[config.mk]
export PLATFORM = sky130hd
export DESIGN_NAME = alu_seq_flat
export DESIGN_NICKNAME = d
export VERILOG_FILES = /design/src/rtl/alu_seq_if.sv /design/src/rtl/alu_seq.sv /design/src/flat_wrapper.sv
export SDC_FILE = /design/constraint.sdc
export NUM_CORES = 1
export LEC_CHECK = 0
export ABC_CLOCK_PERIOD_IN_PS = 1600
export CELL_PAD_IN_SITES_DETAIL_PLACEMENT = 0
export CELL_PAD_IN_SITES_GLOBAL_PLACEMENT = 2
export CORE_UTILIZATION = 27
export DETAILED_ROUTE_END_ITERATION = 10
export PLACE_DENSITY_LB_ADDON = 0.1
export RECOVER_POWER = 100
export SETUP_SLACK_MARGIN = 0.05
export SYNTH_ARGS = -nofsm -noshare
export SYNTH_HDL_FRONTEND = slang
export SYNTH_SLANG_ARGS = --single-unit
[constraint.sdc]
create_clock -name clk -period 1.6 [get_ports clk]
set_input_delay 0.16 -clock clk [delete_from_list [all_inputs] [get_ports clk]]
set_output_delay 0.16 -clock clk [all_outputs]
set_load 0.01 [all_outputs]
[src/rtl/alu_seq_if.sv]
// ALU type package and command interface for the multiply/divide sequencer.
// Ports: master = control unit (start/cmd/operands), slave = alu_seq.
package alu_pkg;

    typedef enum logic [1:0] {
        ALU_NOP = 2'd0,
        ALU_ADD = 2'd1,
        ALU_SUB = 2'd2,
        ALU_THR = 2'd3
    } alu_op_e;

    // alu_carry: carry out for ADD, borrow for SUB, 0 for THR/NOP
    typedef struct packed {
        logic alu_carry;
        logic alu_zero;
    } alu_flag_t;

endpackage

interface alu_seq_if #(
    parameter int W = 8
);
    logic         start;
    logic         cmd;
    logic [W-1:0] operand_a;
    logic [W-1:0] operand_b;
    logic         busy;
    logic         done;
    logic         err;
    logic [W-1:0] result_hi;
    logic [W-1:0] result_lo;
    logic         result_zero;

    modport master (
        output start, cmd, operand_a, operand_b,
        input  busy, done, err, result_hi, result_lo, result_zero
    );

    modport slave (
        input  start, cmd, operand_a, operand_b,
        output busy, done, err, result_hi, result_lo, result_zero
    );
endinterface

[src/rtl/alu_seq.sv]
// Multi-cycle MUL (shift-add) / DIV (restoring) sequencer driving a shared ALU.
// Ports: clk, rst_n (async low), bus (alu_seq_if.slave command/result side),
//   alu_op/alu_reg1/alu_reg2 to the ALU, alu_result/alu_flag from the ALU.
// Build option: define ALU_SEQ_DIV_EN to build the divider; otherwise
//   DIV commands finish in one clock with err=1 and a zero result.
module alu_seq
    import alu_pkg::*;
#(
    parameter int DATA_BUS_WIDTH = 8
) (
    input  logic                      clk,
    input  logic                      rst_n,
    alu_seq_if.slave                  bus,
    output alu_op_e                   alu_op,
    output logic [DATA_BUS_WIDTH-1:0] alu_reg1,
    output logic [DATA_BUS_WIDTH-1:0] alu_reg2,
    input  logic [DATA_BUS_WIDTH-1:0] alu_result,
    input  alu_flag_t                 alu_flag
);

    localparam int W  = DATA_BUS_WIDTH;
    localparam int CW = $clog2(W + 1);

    typedef enum logic [1:0] {
        S_IDLE = 2'd0,
        S_MUL  = 2'd1,
        S_DIV  = 2'd2,
        S_DONE = 2'd3
    } state_e;

    state_e        state;
    state_e        state_nx;
    logic [W-1:0]  acc;
    logic [W-1:0]  q;
    logic [W-1:0]  b;
    logic [CW-1:0] count;
    logic [W-1:0]  acc_nx;
    logic [W-1:0]  q_nx;
    logic [W-1:0]  res_hi;
    logic [W-1:0]  res_lo;
    logic          err_q;
    logic          zero_q;
    logic          last;

`ifdef ALU_SEQ_DIV_EN
    logic [W-1:0]  rem_shift;
    logic          ok;
`endif

    // The ALU zero flag is not needed by either algorithm.
    logic unused_flag;
    assign unused_flag = alu_flag.alu_zero;

    assign last = (count == CW'(1));

    // State register
    always_ff @(posedge clk or negedge rst_n) begin
        if (!rst_n) begin
            state <= S_IDLE;
        end else begin
            state <= state_nx;
        end
    end

    // Next state, ALU drive and per-step datapath values
    always_comb begin
        state_nx = state;
        alu_op   = ALU_NOP;
        alu_reg1 = '0;
        alu_reg2 = '0;
        acc_nx   = acc;
        q_nx     = q;
`ifdef ALU_SEQ_DIV_EN
        rem_shift = {acc[W-2:0], q[W-1]};
        ok        = 1'b0;
`endif
        unique case (state)
            S_IDLE: begin
                if (bus.start) begin
                    if (!bus.cmd) begin
                        state_nx = S_MUL;
                    end else begin
`ifdef ALU_SEQ_DIV_EN
                        state_nx = (bus.operand_b != '0) ? S_DIV : S_DONE;
`else
                        state_nx = S_DONE;
`endif
                    end
                end
            end
            S_MUL: begin
                // THR keeps ACC and reports carry 0, so one update
                // expression serves both the add and no-add steps.
                alu_op   = q[0] ? ALU_ADD : ALU_THR;
                alu_reg1 = acc;
                alu_reg2 = b;
                acc_nx   = {alu_flag.alu_carry, alu_result[W-1:1]};
                q_nx     = {alu_result[0], q[W-1:1]};
                if (last) begin
                    state_nx = S_DONE;
                end
            end
            S_DIV: begin
`ifdef ALU_SEQ_DIV_EN
                // If the shifted-out bit was set the true remainder is
                // >= 2^W > B, so the subtract always succeeds and the
                // mod-2^W difference is exact.
                alu_op   = ALU_SUB;
                alu_reg1 = rem_shift;
                alu_reg2 = b;
                ok       = acc[W-1] | ~alu_flag.alu_carry;
                acc_nx   = ok ? alu_result : rem_shift;
                q_nx     = {q[W-2:0], ok};
                if (last) begin
                    state_nx = S_DONE;
                end
`else
                state_nx = S_IDLE;
`endif
            end
            S_DONE: begin
                state_nx = S_IDLE;
            end
            default: begin
                state_nx = S_IDLE;
            end
        endcase
    end

    // Datapath and result registers
    always_ff @(posedge clk or negedge rst_n) begin
        if (!rst_n) begin
            acc    <= '0;
            q      <= '0;
            b      <= '0;
            count  <= '0;
            res_hi <= '0;
            res_lo <= '0;
            err_q  <= 1'b0;
            zero_q <= 1'b0;
        end else begin
            unique case (state)
                S_IDLE: begin
                    if (bus.start) begin
                        acc   <= '0;
                        q     <= bus.operand_a;
                        b     <= bus.operand_b;
                        count <= CW'(W);
                        err_q <= 1'b0;
                        if (bus.cmd) begin
`ifdef ALU_SEQ_DIV_EN
                            if (bus.operand_b == '0) begin
                                res_hi <= bus.operand_a;
                                res_lo <= '1;
                                err_q  <= 1'b1;
                                zero_q <= 1'b0;
                            end
`else
                            res_hi <= '0;
                            res_lo <= '0;
                            err_q  <= 1'b1;
                            zero_q <= 1'b1;
`endif
                        end
                    end
                end
                S_MUL, S_DIV: begin
                    acc   <= acc_nx;
                    q     <= q_nx;
                    count <= count - CW'(1);
                    if (last) begin
                        res_hi <= acc_nx;
                        res_lo <= q_nx;
                        zero_q <= (acc_nx == '0) && (q_nx == '0);
                    end
                end
                default: begin
                end
            endcase
        end
    end

    assign bus.busy        = (state == S_MUL) || (state == S_DIV);
    assign bus.done        = (state == S_DONE);
    assign bus.err         = err_q;
    assign bus.result_hi   = res_hi;
    assign bus.result_lo   = res_lo;
    assign bus.result_zero = zero_q;

endmodule

[src/flat_wrapper.sv]
// flat-port wrapper written by rule: the top's interface ports become plain ports
module alu_seq_flat import alu_pkg::*;
#(
    parameter int DATA_BUS_WIDTH = 8
)
  (clk, rst_n, alu_op, alu_reg1, alu_reg2, alu_result, alu_flag, bus_start, bus_cmd, bus_operand_a, bus_operand_b, bus_busy, bus_done, bus_err, bus_result_hi, bus_result_lo, bus_result_zero);
  alu_seq_if bus_i ();
  input  logic clk;
  input  logic rst_n;
  output alu_op_e alu_op;
  output logic [DATA_BUS_WIDTH-1:0] alu_reg1;
  output logic [DATA_BUS_WIDTH-1:0] alu_reg2;
  input  logic [DATA_BUS_WIDTH-1:0] alu_result;
  input  alu_flag_t alu_flag;
  input wire logic [$bits(bus_i.start)-1:0] bus_start;
  input wire logic [$bits(bus_i.cmd)-1:0] bus_cmd;
  input wire logic [$bits(bus_i.operand_a)-1:0] bus_operand_a;
  input wire logic [$bits(bus_i.operand_b)-1:0] bus_operand_b;
  output wire logic [$bits(bus_i.busy)-1:0] bus_busy;
  output wire logic [$bits(bus_i.done)-1:0] bus_done;
  output wire logic [$bits(bus_i.err)-1:0] bus_err;
  output wire logic [$bits(bus_i.result_hi)-1:0] bus_result_hi;
  output wire logic [$bits(bus_i.result_lo)-1:0] bus_result_lo;
  output wire logic [$bits(bus_i.result_zero)-1:0] bus_result_zero;
  assign bus_i.start = bus_start;
  assign bus_i.cmd = bus_cmd;
  assign bus_i.operand_a = bus_operand_a;
  assign bus_i.operand_b = bus_operand_b;
  assign bus_busy = bus_i.busy;
  assign bus_done = bus_i.done;
  assign bus_err = bus_i.err;
  assign bus_result_hi = bus_i.result_hi;
  assign bus_result_lo = bus_i.result_lo;
  assign bus_result_zero = bus_i.result_zero;
  alu_seq #(.DATA_BUS_WIDTH(DATA_BUS_WIDTH)) u_core (.clk(clk), .rst_n(rst_n), .bus(bus_i), .alu_op(alu_op), .alu_reg1(alu_reg1), .alu_reg2(alu_reg2), .alu_result(alu_result), .alu_flag(alu_flag));
endmodule
# --- Yosys cells after proc, flatten, opt, wreduce, memory -nomap -nowiden ---
# Cells that the tools add are included.
totals:
  regBits: 48
  inputBits: 30
  out_inout_bits: 38
  elab_cells: 57
classes:
  add_sub_neg: 1
  n_eq_ne: 8
  n_mux: 27
  reduce_logical: 12
op_table:
  columns: ["operator", "n"]
  rows:
  - ["2-to-1 mux 8 bit", 10]
  - ["case mux 8 bit (2 select lines)", 4]
  - ["logical NOT 8 bit", 2]
  - ["2-to-1 mux 2 bit", 5]
  - ["case mux 4 bit (2 select lines)", 1]
  - ["case mux 2 bit (3 select lines)", 1]
  - ["AND reduction 2 bit", 3]
  - ["equality test 2 bit (second input constant)", 2]
  - ["equality test 4 x 1 -> 1 bit (second input constant)", 1]
  - ["2-to-1 mux 1 bit", 4]
  - ["2-to-1 mux 4 bit", 1]
  - ["inequality test 2 x 1 -> 1 bit (second input constant)", 2]
  - ["inequality test 2 bit (second input constant)", 2]
  - ["AND reduction 4 bit", 1]
  - ["OR reduction 2 bit", 2]
  - ["subtractor 4 x 1 -> 4 bit (second input constant)", 1]
  - ["equality test 2 x 1 -> 1 bit (second input constant)", 1]
  - ["logical NOT 2 bit", 1]
  - ["case mux 1 bit (2 select lines)", 1]
  - ["nonzero test 2 bit", 1]
  - ["logical AND 1 bit", 1]
  - ["logical OR 1 bit", 1]

# --- Longest topological paths before layout ---
depth:
  word_depth: 6
  mapped_depth: 9
  depth_no_buf: 6

# --- Least setup slack after synthesis ---
# OpenSTA, ideal clock, no wires.
synth_path:
  kind: "register to register"
  from: "reg u_core.state[1]"
  to: "reg u_core.zero_q, in the netlist u_core.bus.result_zero"
  setup_ns: 0.066
  arrival_ns: 1.749
  required_ns: 1.534
  path_slack_ns: -0.215
  stages_incl_launch_ff: 8
  path_buffers: 1
  synth_period_minus_slack_ns: 1.815
  path_cell_list: "dfrtp_1 -> inv_1 -> ha_1 -> buf_2 -> mux2_2 -> a2bb2oi_1 -> o41ai_1 -> mux2_1"
synth_between:
  elab_chain_len: 6
  word_cells_on_any_way: 16
  cone_classes: "5 x eq/ne; 4 x mux; 7 x reduce/logical"
synth_rtl:
  columns: ["element", "line_no", "rtl"]
  rows:
  - ["start: declaration", "alu_seq.sv:31", "state_e state;"]
  - ["start signal: assignment", "alu_seq.sv:61", "state <= state_nx;"]
  - ["equality test 2 x 1 -> 1 bit", "alu_seq.sv:77, alu_seq.sv:142", null]
  - ["2-to-1 mux 8 bit", "alu_seq.sv:77", "unique case (state)"]
  - ["logical NOT 8 bit", "alu_seq.sv:174", "zero_q <= (acc_nx == '0) && (q_nx == '0);"]
  - ["logical AND 1 bit", "alu_seq.sv:174", null]
  - ["2-to-1 mux 1 bit", "alu_seq.sv:171", "if (last) begin"]
  - ["case mux 1 bit (2 select lines)", "alu_seq.sv:142", "unique case (state)"]
  - ["end signal: assignment", "alu_seq.sv:174", null]
  - ["end: declaration", "alu_seq.sv:42", "logic zero_q;"]
# Parallel ways exist; a longest one is shown, timed or not. The select of a mux whose other input is x is not followed.
# A chain may end at the register's enable or synchronous reset.

# --- Final worst setup path ---
layout_path:
  from: "reg u_core.count[1]"
  to: "reg u_core.zero_q, in the netlist u_core.bus.result_zero"
layout_between:
  elab_chain_len: 3
layout_rtl:
  columns: ["element", "line_no", "rtl"]
  rows:
  - ["start: declaration", "alu_seq.sv:36", "logic [CW-1:0] count;"]
  - ["start signal: assignment", "alu_seq.sv:148", "count <= CW'(W);"]
  - ["start signal: assignment", "alu_seq.sv:170", "count <= count - CW'(1);"]
  - ["equality test 4 x 1 -> 1 bit", "alu_seq.sv:54", "assign last = (count == CW'(1));"]
  - ["inequality test 2 x 1 -> 1 bit (no line)", null, null]
  - ["AND reduction 4 bit (no line)", null, null]
# No other way between the ends.

==> flow_summary.ini <==
[critical_path]
end_kind = flop
cp_max_fo = 4
crit_family = flip-flops
worstPathRequired_ps = 1800
worst-setup-path-type = flop to flop
cp_cell_sequence = inv_2, ha_4, or3b_4, a211o_4, mux2_4
path_buf_inv = 1
cpPeakStageDelay_ps = 410
crit_arrival_ps = 2010
slowest_stage = dfrtp_1
start_kind = flop

[route]
route.detailed.drc = 0
firstDrtPassIters = 4
vias = 2558
viasPerCell = 4.711
wl_um = 8261
wl_per_cell_um = 15.21
drt_iter0_markers = 111
ant_nets = 0

[layout]
final_util_pct = 47.81
final_nets = 445
instances_no_fill = 543
drive_gt1_share_pct = 47.32
area_growth_pct = 72.53
antenna-diode-count = 0

[place]
hpwl_um = 5485
dp_cells = 511
port-buffer-count = 66
gp_congestion = 0.7941
dpl_worst_slack_ps = -148.1

[die]
die_y_um = 101.9
rows = 36
initial_core_util_pct = 27.71
io_pins = 68
die_area_sq_um = 10390
fp.dieW_um = 101.9
core_region_area_sq_um = 9729

[logic_synthesis]
synth_edf_count = 0
syn_avg_cell_area_sq_um = 9.528
synth-seq-cells = 48
synth.top_cell.area_share_pct = 44.55
ys_top_cells_by_area = dfrtp_1, mux2_2, and2_1, nand2_1, o21ai_0
ys.flop_type = dfrtp_1
yosys.area.top_type = dfrtp_1
ys_seq_area_share_pct = 44.55
synth_nets = 319
synth_warnings = 0
ys_types = 41
yosysMostFrequentCell = dfrtp_1
syn_inst = 283
syn_area_sq_um = 2696
synth-async-reset-ratio_pct = 100.0
yosys-top-cells-count = dfrtp_1, nand2_1, and2_1

[status]
outcome = complete, but fails checks
failed_checks = setup timing

[clocking]
clkTransAtPathRegs_ps = 100
h-tree-depth = 2
cts_buffers = 5
cts_root_buffer = clkbuf_8
cts_sinks = 48
clk_path_buf_depth = 2
cts_tree = done
clk_latency_ps = 310

[global_routing]
grt_pass1_wl_um = 12780
grt_pass1_vias = 2428
antenna_found_initial = 0
grt_max_degree = 40
grt.total_usage_pct = 16.08
grt_overflow = 0

[sta]
holdWs_ps = 384.7
fin_skew_ps = 8.176
max_freq_mhz = 553.2
slew_headroom_pct = 55.48
setup_viol = 37
rsz0062_at_grt = yes
hold_viol = 0
setup_slack_ps = -207.5
maxSlewViolCount = 0
fin_crit_ps = 1808
tightest_slew_ps = 667.8
post-route-period-util_pct = 113.0

[min_path]
hold_class = input port to async pin

[pwr]
leakagePower_nw = 2.036
power_density_nw_per_um2 = 2333
irDropWorstVdd_v = 0.0009910
finalPower_mw = 10.85

[flow_run]
maxCapViolCount = 0
-- report_power, final --
| group | switching [mW] | leakage, nW | internal (mW) |
|---|---|---|---|
| Clock | 0.475 | 0.0516 | 0.355 |
| Sequential | 0.422 | 0.595 | 1.79 |
| Combinational | 3.47 | 1.39 | 4.34 |
-- routing by layer --
metal  GRT usage, %  routed length [um]
met3          2.804                 286
met5              0                   0
met4          3.846                  53
met1          22.94                3930
met2          25.36                3991
-- final timing paths --
check / startpoint / to / slack [ps] / cells past startpoint
min in group clk: bus_operand_b[6] / u_core.b[6] / 450 / 2
hold reg to reg: u_core.bus.result_hi[1] / u_core.bus.result_hi[1] / 480 / 2
hold / removal: rst_n / u_core.q[2] / 380 / 2
setup / recovery: u_core.count[1] / u_core.bus.result_zero / -210 / 5
setup reg to reg: u_core.count[1] / u_core.bus.result_zero / -210 / 5
max in group asynchronous: rst_n / u_core.state[0] / 100 / 3
-- through the flow --
| step | area (sq um) | TNS [ps] |
|---|---|---|
| floorplan | 2766 | -1188 |
| global placement | 3862 | -4901 |
| CTS | 4242 | -4921 |
| global route | 4652 | -10130 |
| detailed placement | 3862 | -4677 |
| finish | 4652 | -4005 |
-- cells in the final DEF (no fill, tap or decap), types with 3 or more instances in the layout --
cell / count
a21oi_1: 7
a22o_1: 9
a31o_2: 6
and2_1: 10
and2_4: 16
buf_4: 39
buf_6: 44
buf_8: 4
clkbuf_8: 6
clkdlybuf4s50_1: 32
dfrtp_1: 47
dlygate4sd3_1: 14
ha_4: 4
mux2_2: 13
mux2_4: 4
nand2_1: 15
nand2_2: 7
nand2_4: 5
nand3_1: 3
nand3b_1: 4
nor2_1: 7
nor2b_1: 8
nor2b_4: 3
nor4_1: 3
o21ai_0: 17
o21ai_1: 13
o21ai_2: 4
o22a_1: 5
o22ai_1: 4
o22ai_2: 3
-- logic make-up (layout without fill, tap and decap cells) --
family | after synthesis | after routing | synth area share, %
fa+ha+maj | 6 | 6 | 2.784
simple gates | 96 | 96 | 19.12
compound gates | 88 | 88 | 21.67
mux | 17 | 17 | 7.100
flops | 48 | 48 | 44.55
buf+inv | 28 | 155 | 4.779
-- flip-flops by register name (all words and copies together), names as in the netlist --
register / count
u_core.bus.err: 1
u_core.state: 2
u_core.acc: 8
u_core.bus.result_hi: 8
u_core.b: 8
u_core.count: 4
u_core.bus.result_lo: 8
u_core.bus.result_zero: 1
u_core.q: 8
-- what timing repair did --
action | CTS | global route
setup buffers | 13 | 6
endpoints found under the hold margin | 9 | 0
pin swaps | 7 | 28
hold buffers | 1 | 0
resized for setup | 82 | 135
endpoints found under the setup margin | 64 | 68
gates cloned | 2 | 3
-- final cells by class --
type	count	area (sq um)
fill	962	5077
multi-input combinational	207	1733
timing repair buffer	142	1433
sequential	48	1202
tap	133	166.4
clock buffer	6	82.58
inverter	5	21.27
clock inverter	2	13.76
(Power assumes the default switching activity.)
==> variant 1 (config.mk and constraints unchanged) <==
Add a define of `ALU_SEQ_DIV_EN`.
--- a/src/rtl/alu_seq.sv
+++ b/src/rtl/alu_seq.sv
@@ -4,4 +4,6 @@
 // Build option: define ALU_SEQ_DIV_EN to build the divider; otherwise
 //   DIV commands finish in one clock with err=1 and a zero result.
+`define ALU_SEQ_DIV_EN
+
 module alu_seq
     import alu_pkg::*;
Function: changed (a bounded check fails within 4 cycles, from zero or initial values and one cycle with rst_n low).
==> variant 1 against the original RTL <==
  * The flow still finishes with violations (setup timing)
  * Power up 14%
  * Clock skew down 0.0036 ns
  * Combinational power up 19%
  * Sequential cell count unchanged
  * Area after synthesis down 2.5%
  * Critical path type unchanged
  * Sequential share of layout area down 0.51 points
  * Die area down 2.4%
  * Global-route usage up 0.53 points
  * Count of clock-buffer cells in the layout up 2
  * Largest power group unchanged
  * Clock power down 9.0%
  * Final area up 1.9%
  * Wire length up 7.8%
  * Setup slack worse by 0.14 ns
==> variant 1: results (changes against the original RTL) <==
status=finished, violations left (unchanged); failing checks=setup timing (unchanged); Final Wtd Congestion=0.7861 (was 0.7941); Clk Latency, worst-skew pair=0.30 ns; Setup TNS=-10.99 ns (was -4.005 ns); Avg Cell Area, Syn=9.925 um^2 (was 9.528 um^2); Avg WL per Cell=16.59 um (was 15.21 um); async set-reset flop share out of synthesis=100.0% (unchanged); sequential element share of the synthesized area=45.67% (was 44.55%); cts bufs inserted=5 (unchanged); First DRT Iteration DRCs=121 (was 111); Final nets=445 (unchanged); Distinct cells, synth=35 (was 41); Crit. Startpoint=u_core.state[0] (was u_core.count[1]); Hold WS=0.4763 ns (was 0.3847 ns); number of port buffers=66 (unchanged); area of placed instances=3836 um^2 (was 3862 um^2); Final WS setup=-0.3482 ns (was -0.2075 ns); aggregate routed wire length=8909 um (was 8261 um); leakage=2.109 nW (was 2.036 nW); First-pass DRT Iterations=4 (unchanged); final setup violation count=52 (was 37); Worst EP arrival=2.14 ns (was 2.01 ns); clk_skew=0.004621 ns (was 0.008176 ns); end of the critical path=u_core.bus.result_lo[2] (was u_core.bus.result_zero); Synth area leaders=dfrtp_1 46%, o21ai_0 7.4%, mux2_2 6.9% (was dfrtp_1 45%, mux2_2 6.7%, and2_1 6.0%); Root Driver=clkbuf_8 (unchanged); CP Max Fanout=9 (was 4); post-placement setup slack=-0.5623 ns (was -0.1481 ns); vias=2527 (was 2558); hold wc startpoint=u_core.bus.err; Post-Syn Nets=303 (was 319); peak supply drop=0.9406 mV (was 0.9910 mV); Worst path max stage delay=0.41 ns (about the same); Hold Crit Class=reg -> reg (was in -> async); largest net degree at the start of global routing=49 (was 40); slowest cell on the critical path=dfrtp_1 (unchanged); hold endpoint=u_core.bus.err; hold-critical path depth=2; Worst-path clk slew=0.09 ns; first-pass GRT wire length=13020 um (was 12780 um); Yosys warning count=0 (unchanged); Antenna Cells=0 (unchanged); H-tree depth=2 (unchanged); initial antenna violation count=0 (unchanged); post-detailed-placement half-perimeter wirelength=5483 um (was 5485 um); Post-synth top cells=48 x dfrtp_1, 39 x o21ai_0, 37 x nand2_1 (was 48 x dfrtp_1, 28 x nand2_1, 26 x and2_1); fraction of layout cells with a size suffix above 1=46.81% (was 47.32%); GRT Total Usage=16.62% (was 16.08%); Inst Count DP=493 (was 511); R2R depth=7 (was 5); clk buf depth=2 (unchanged); Slew @ Worst Pin=0.6984 ns (was 0.6678 ns)
==> variant 1: changes by cell type after synthesis, sizes merged, moves of 4 or more <==
cell,change
a22oi,+12
o22a,-5
mux2i,+16
a31o,-8
a21oi,-8
and2,-17
o21ai,+4
nand2,+9
o22ai,-6
==> variant 1: where the power goes <==
| part | total (mW) | leakage (nW) | switching, mW | internal [mW] |
|---|---|---|---|---|
| registers | 2.30 | 0.593 | 0.482 | 1.81 |
| logic | 9.30 | 1.47 | 3.94 | 5.36 |
| clock network | 0.756 | 0.0455 | 0.403 | 0.354 |
| total | 12.4 | 2.11 | 4.82 | 7.53 |
==> variant 1: layout make-up <==
type,instances,area (um^2)
repair buffers,154,1652
clock buffers,8,90.09
flip-flops and latches,48,1201
fillers,893,4587
inverters,6,27.53
multi-input cells,192,1609
well taps,129,161.4
==> variant 1: critical path: cells and delay by family, from the launching register on <==
kind                     cells  cell delay [ns]
AO/OA/AOI/OAI                1             0.31
adder cells (fa/ha/maj)      1             0.15
buffers and inverters        3             0.40
flip-flops                   1             0.41
multiplexers                 1             0.29
AND/OR/NAND/NOR              1             0.27
==> variant 1: kinds of logic after synthesis <==
logic type,Yosys count,synth area share (%)
muxes,33,13.51
DFF,48,45.67
adders and majority gates,8,3.806
buffers and inverters,25,4.852
and+or+nand+nor,77,14.22
AOI/OAI and AO/OA,74,17.94
==> variant 1: what timing repair did <==
action,CTS,global route
buffers inserted,14,18
hold buffers,1,0
gates resized for setup,162,67
pin swaps,5,27
hold endpoints to repair,48,0
endpoints found under the setup margin,55,66
cloned,1,7
==> variant 1: routing by layer <==
layer / wire length [um] / share of wire (%) / global-route usage (%)
met2: 4315 / 48 / 28.66
met5: 0 / 0 / 0
met4: 120 / 1.3 / 3.679
met3: 361 / 4.1 / 2.982
met1: 4111 / 46 / 21.67
==> variant 2 (same settings) <==
Without the edit above. Encoding of `state_e`: now Gray code (2 bits for 4 states).
--- a/src/rtl/alu_seq.sv
+++ b/src/rtl/alu_seq.sv
@@ -23,8 +23,8 @@
 
     typedef enum logic [1:0] {
-        S_IDLE = 2'd0,
-        S_MUL  = 2'd1,
-        S_DIV  = 2'd2,
-        S_DONE = 2'd3
+        S_IDLE = 2'b00,
+        S_MUL  = 2'b01,
+        S_DIV  = 2'b11,
+        S_DONE = 2'b10
     } state_e;
 
Behaviour: same outputs for any inputs over 10 cycles, from zero or initial values and one cycle with rst_n low; not proved beyond that.
==> variant 2 against the original RTL <==
  * Final area down 26%
  * Area after synthesis down 12%
  * Hold slack worse by 0.0027 ns
  * Wire length down 24%
  * Setup slack better by 0.30 ns
  * Via count down 19%
  * Sequential share of layout area up 9.0 points
  * Die area down 12%
  * Sequential cell count unchanged
  * Critical endpoint is now u_core.count[0]
Power is not compared: it rests on default switching activity, and its combinational part moved more than twofold at a synthesized area within 25%.
==> variant 2: results (changes against the original RTL) <==
largest net degree at the start of global routing=49 (was 40); status=finished clean (was finished, violations left); Synth Area in Adders=1.057% (was 2.784%); slowest cell on the critical path=dfrtp_2 (was dfrtp_1); Worst EP arrival=1.69 ns (was 2.01 ns); FF-to-FF End=u_core.count[0] (was u_core.bus.result_zero); Period minus WS final=1.507 ns (was 1.808 ns); Inst Count DP=432 (was 511); fraction of layout cells with a size suffix above 1=24.93% (was 47.32%); Final Wtd Congestion=0.6760 (was 0.7941); Finished Layout Cells=450 (was 543); post-placement setup slack=-0.007744 ns (was -0.1481 ns); post-detailed-placement half-perimeter wirelength=4404 um (was 5485 um); Hold Crit Class=in -> reg (was in -> async); Synth Area in Compound Gates=12.32% (was 21.67%); First DRT Iteration DRCs=98 (was 111); Reg-to-Reg Start=u_core.state[0] (was u_core.count[1]); Distinct cells, synth=33 (was 41); final setup violation count=0 (was 37); Synth area leaders=dfrtp_1 51%, nand2_1 11%, mux2_2 6.7% (was dfrtp_1 45%, mux2_2 6.7%, and2_1 6.0%); vias in the first global route=2029 (was 2428); relative slew slack=54.31% (was 55.48%); CP Max Fanout=5 (was 4); sequential element share of the synthesized area=50.74% (was 44.55%); post-synthesis mux area share=8.351% (was 7.100%); Filler Cell Count=872 (was 962); clk_skew=0.007817 ns (was 0.008176 ns); area of placed instances=3311 um^2 (was 3862 um^2); Post-Syn Nets=284 (was 319); GRT Total Usage=14.58% (was 16.08%)
[variant 2: logic make-up (layout without fill, tap and decap cells)]
group           count (synthesis)  in the layout
compound gates                 49             49
fa+ha+maj                       2              2
buf+inv                        21            114
mux                            18             18
simple gates                  114            114
flops                          48             48
[variant 2: metal layers]
layer,vias up,track usage [%],routed length (um),part of all wire (%)
li1,1046,-,-,-
met5,-,0,0,0
met1,978,19.59,2895,46
met3,7,2.632,282,4.5
met2,45,23.39,2981,48
met4,0,5.224,90,1.4
[variant 2: layout make-up]
class                   instances  area, um^2  area share, %
flip-flops and latches         48        1202          34.86
multi-input cells             183        1125          32.61
repair buffers                103       883.3          25.61
well taps                     105       131.4          3.808
clock buffers                   7       86.33          2.503
inverters                       3       13.76         0.3990
clock inverters                 1       7.507         0.2176
[variant 2: what timing repair did]
action,CTS,global route
hold endpoints to repair,48,0
cloned,0,1
gates resized for setup,79,19
hold buffers,1,0
pin swaps,0,2
buffers inserted,3,5
setup endpoints to repair,26,22
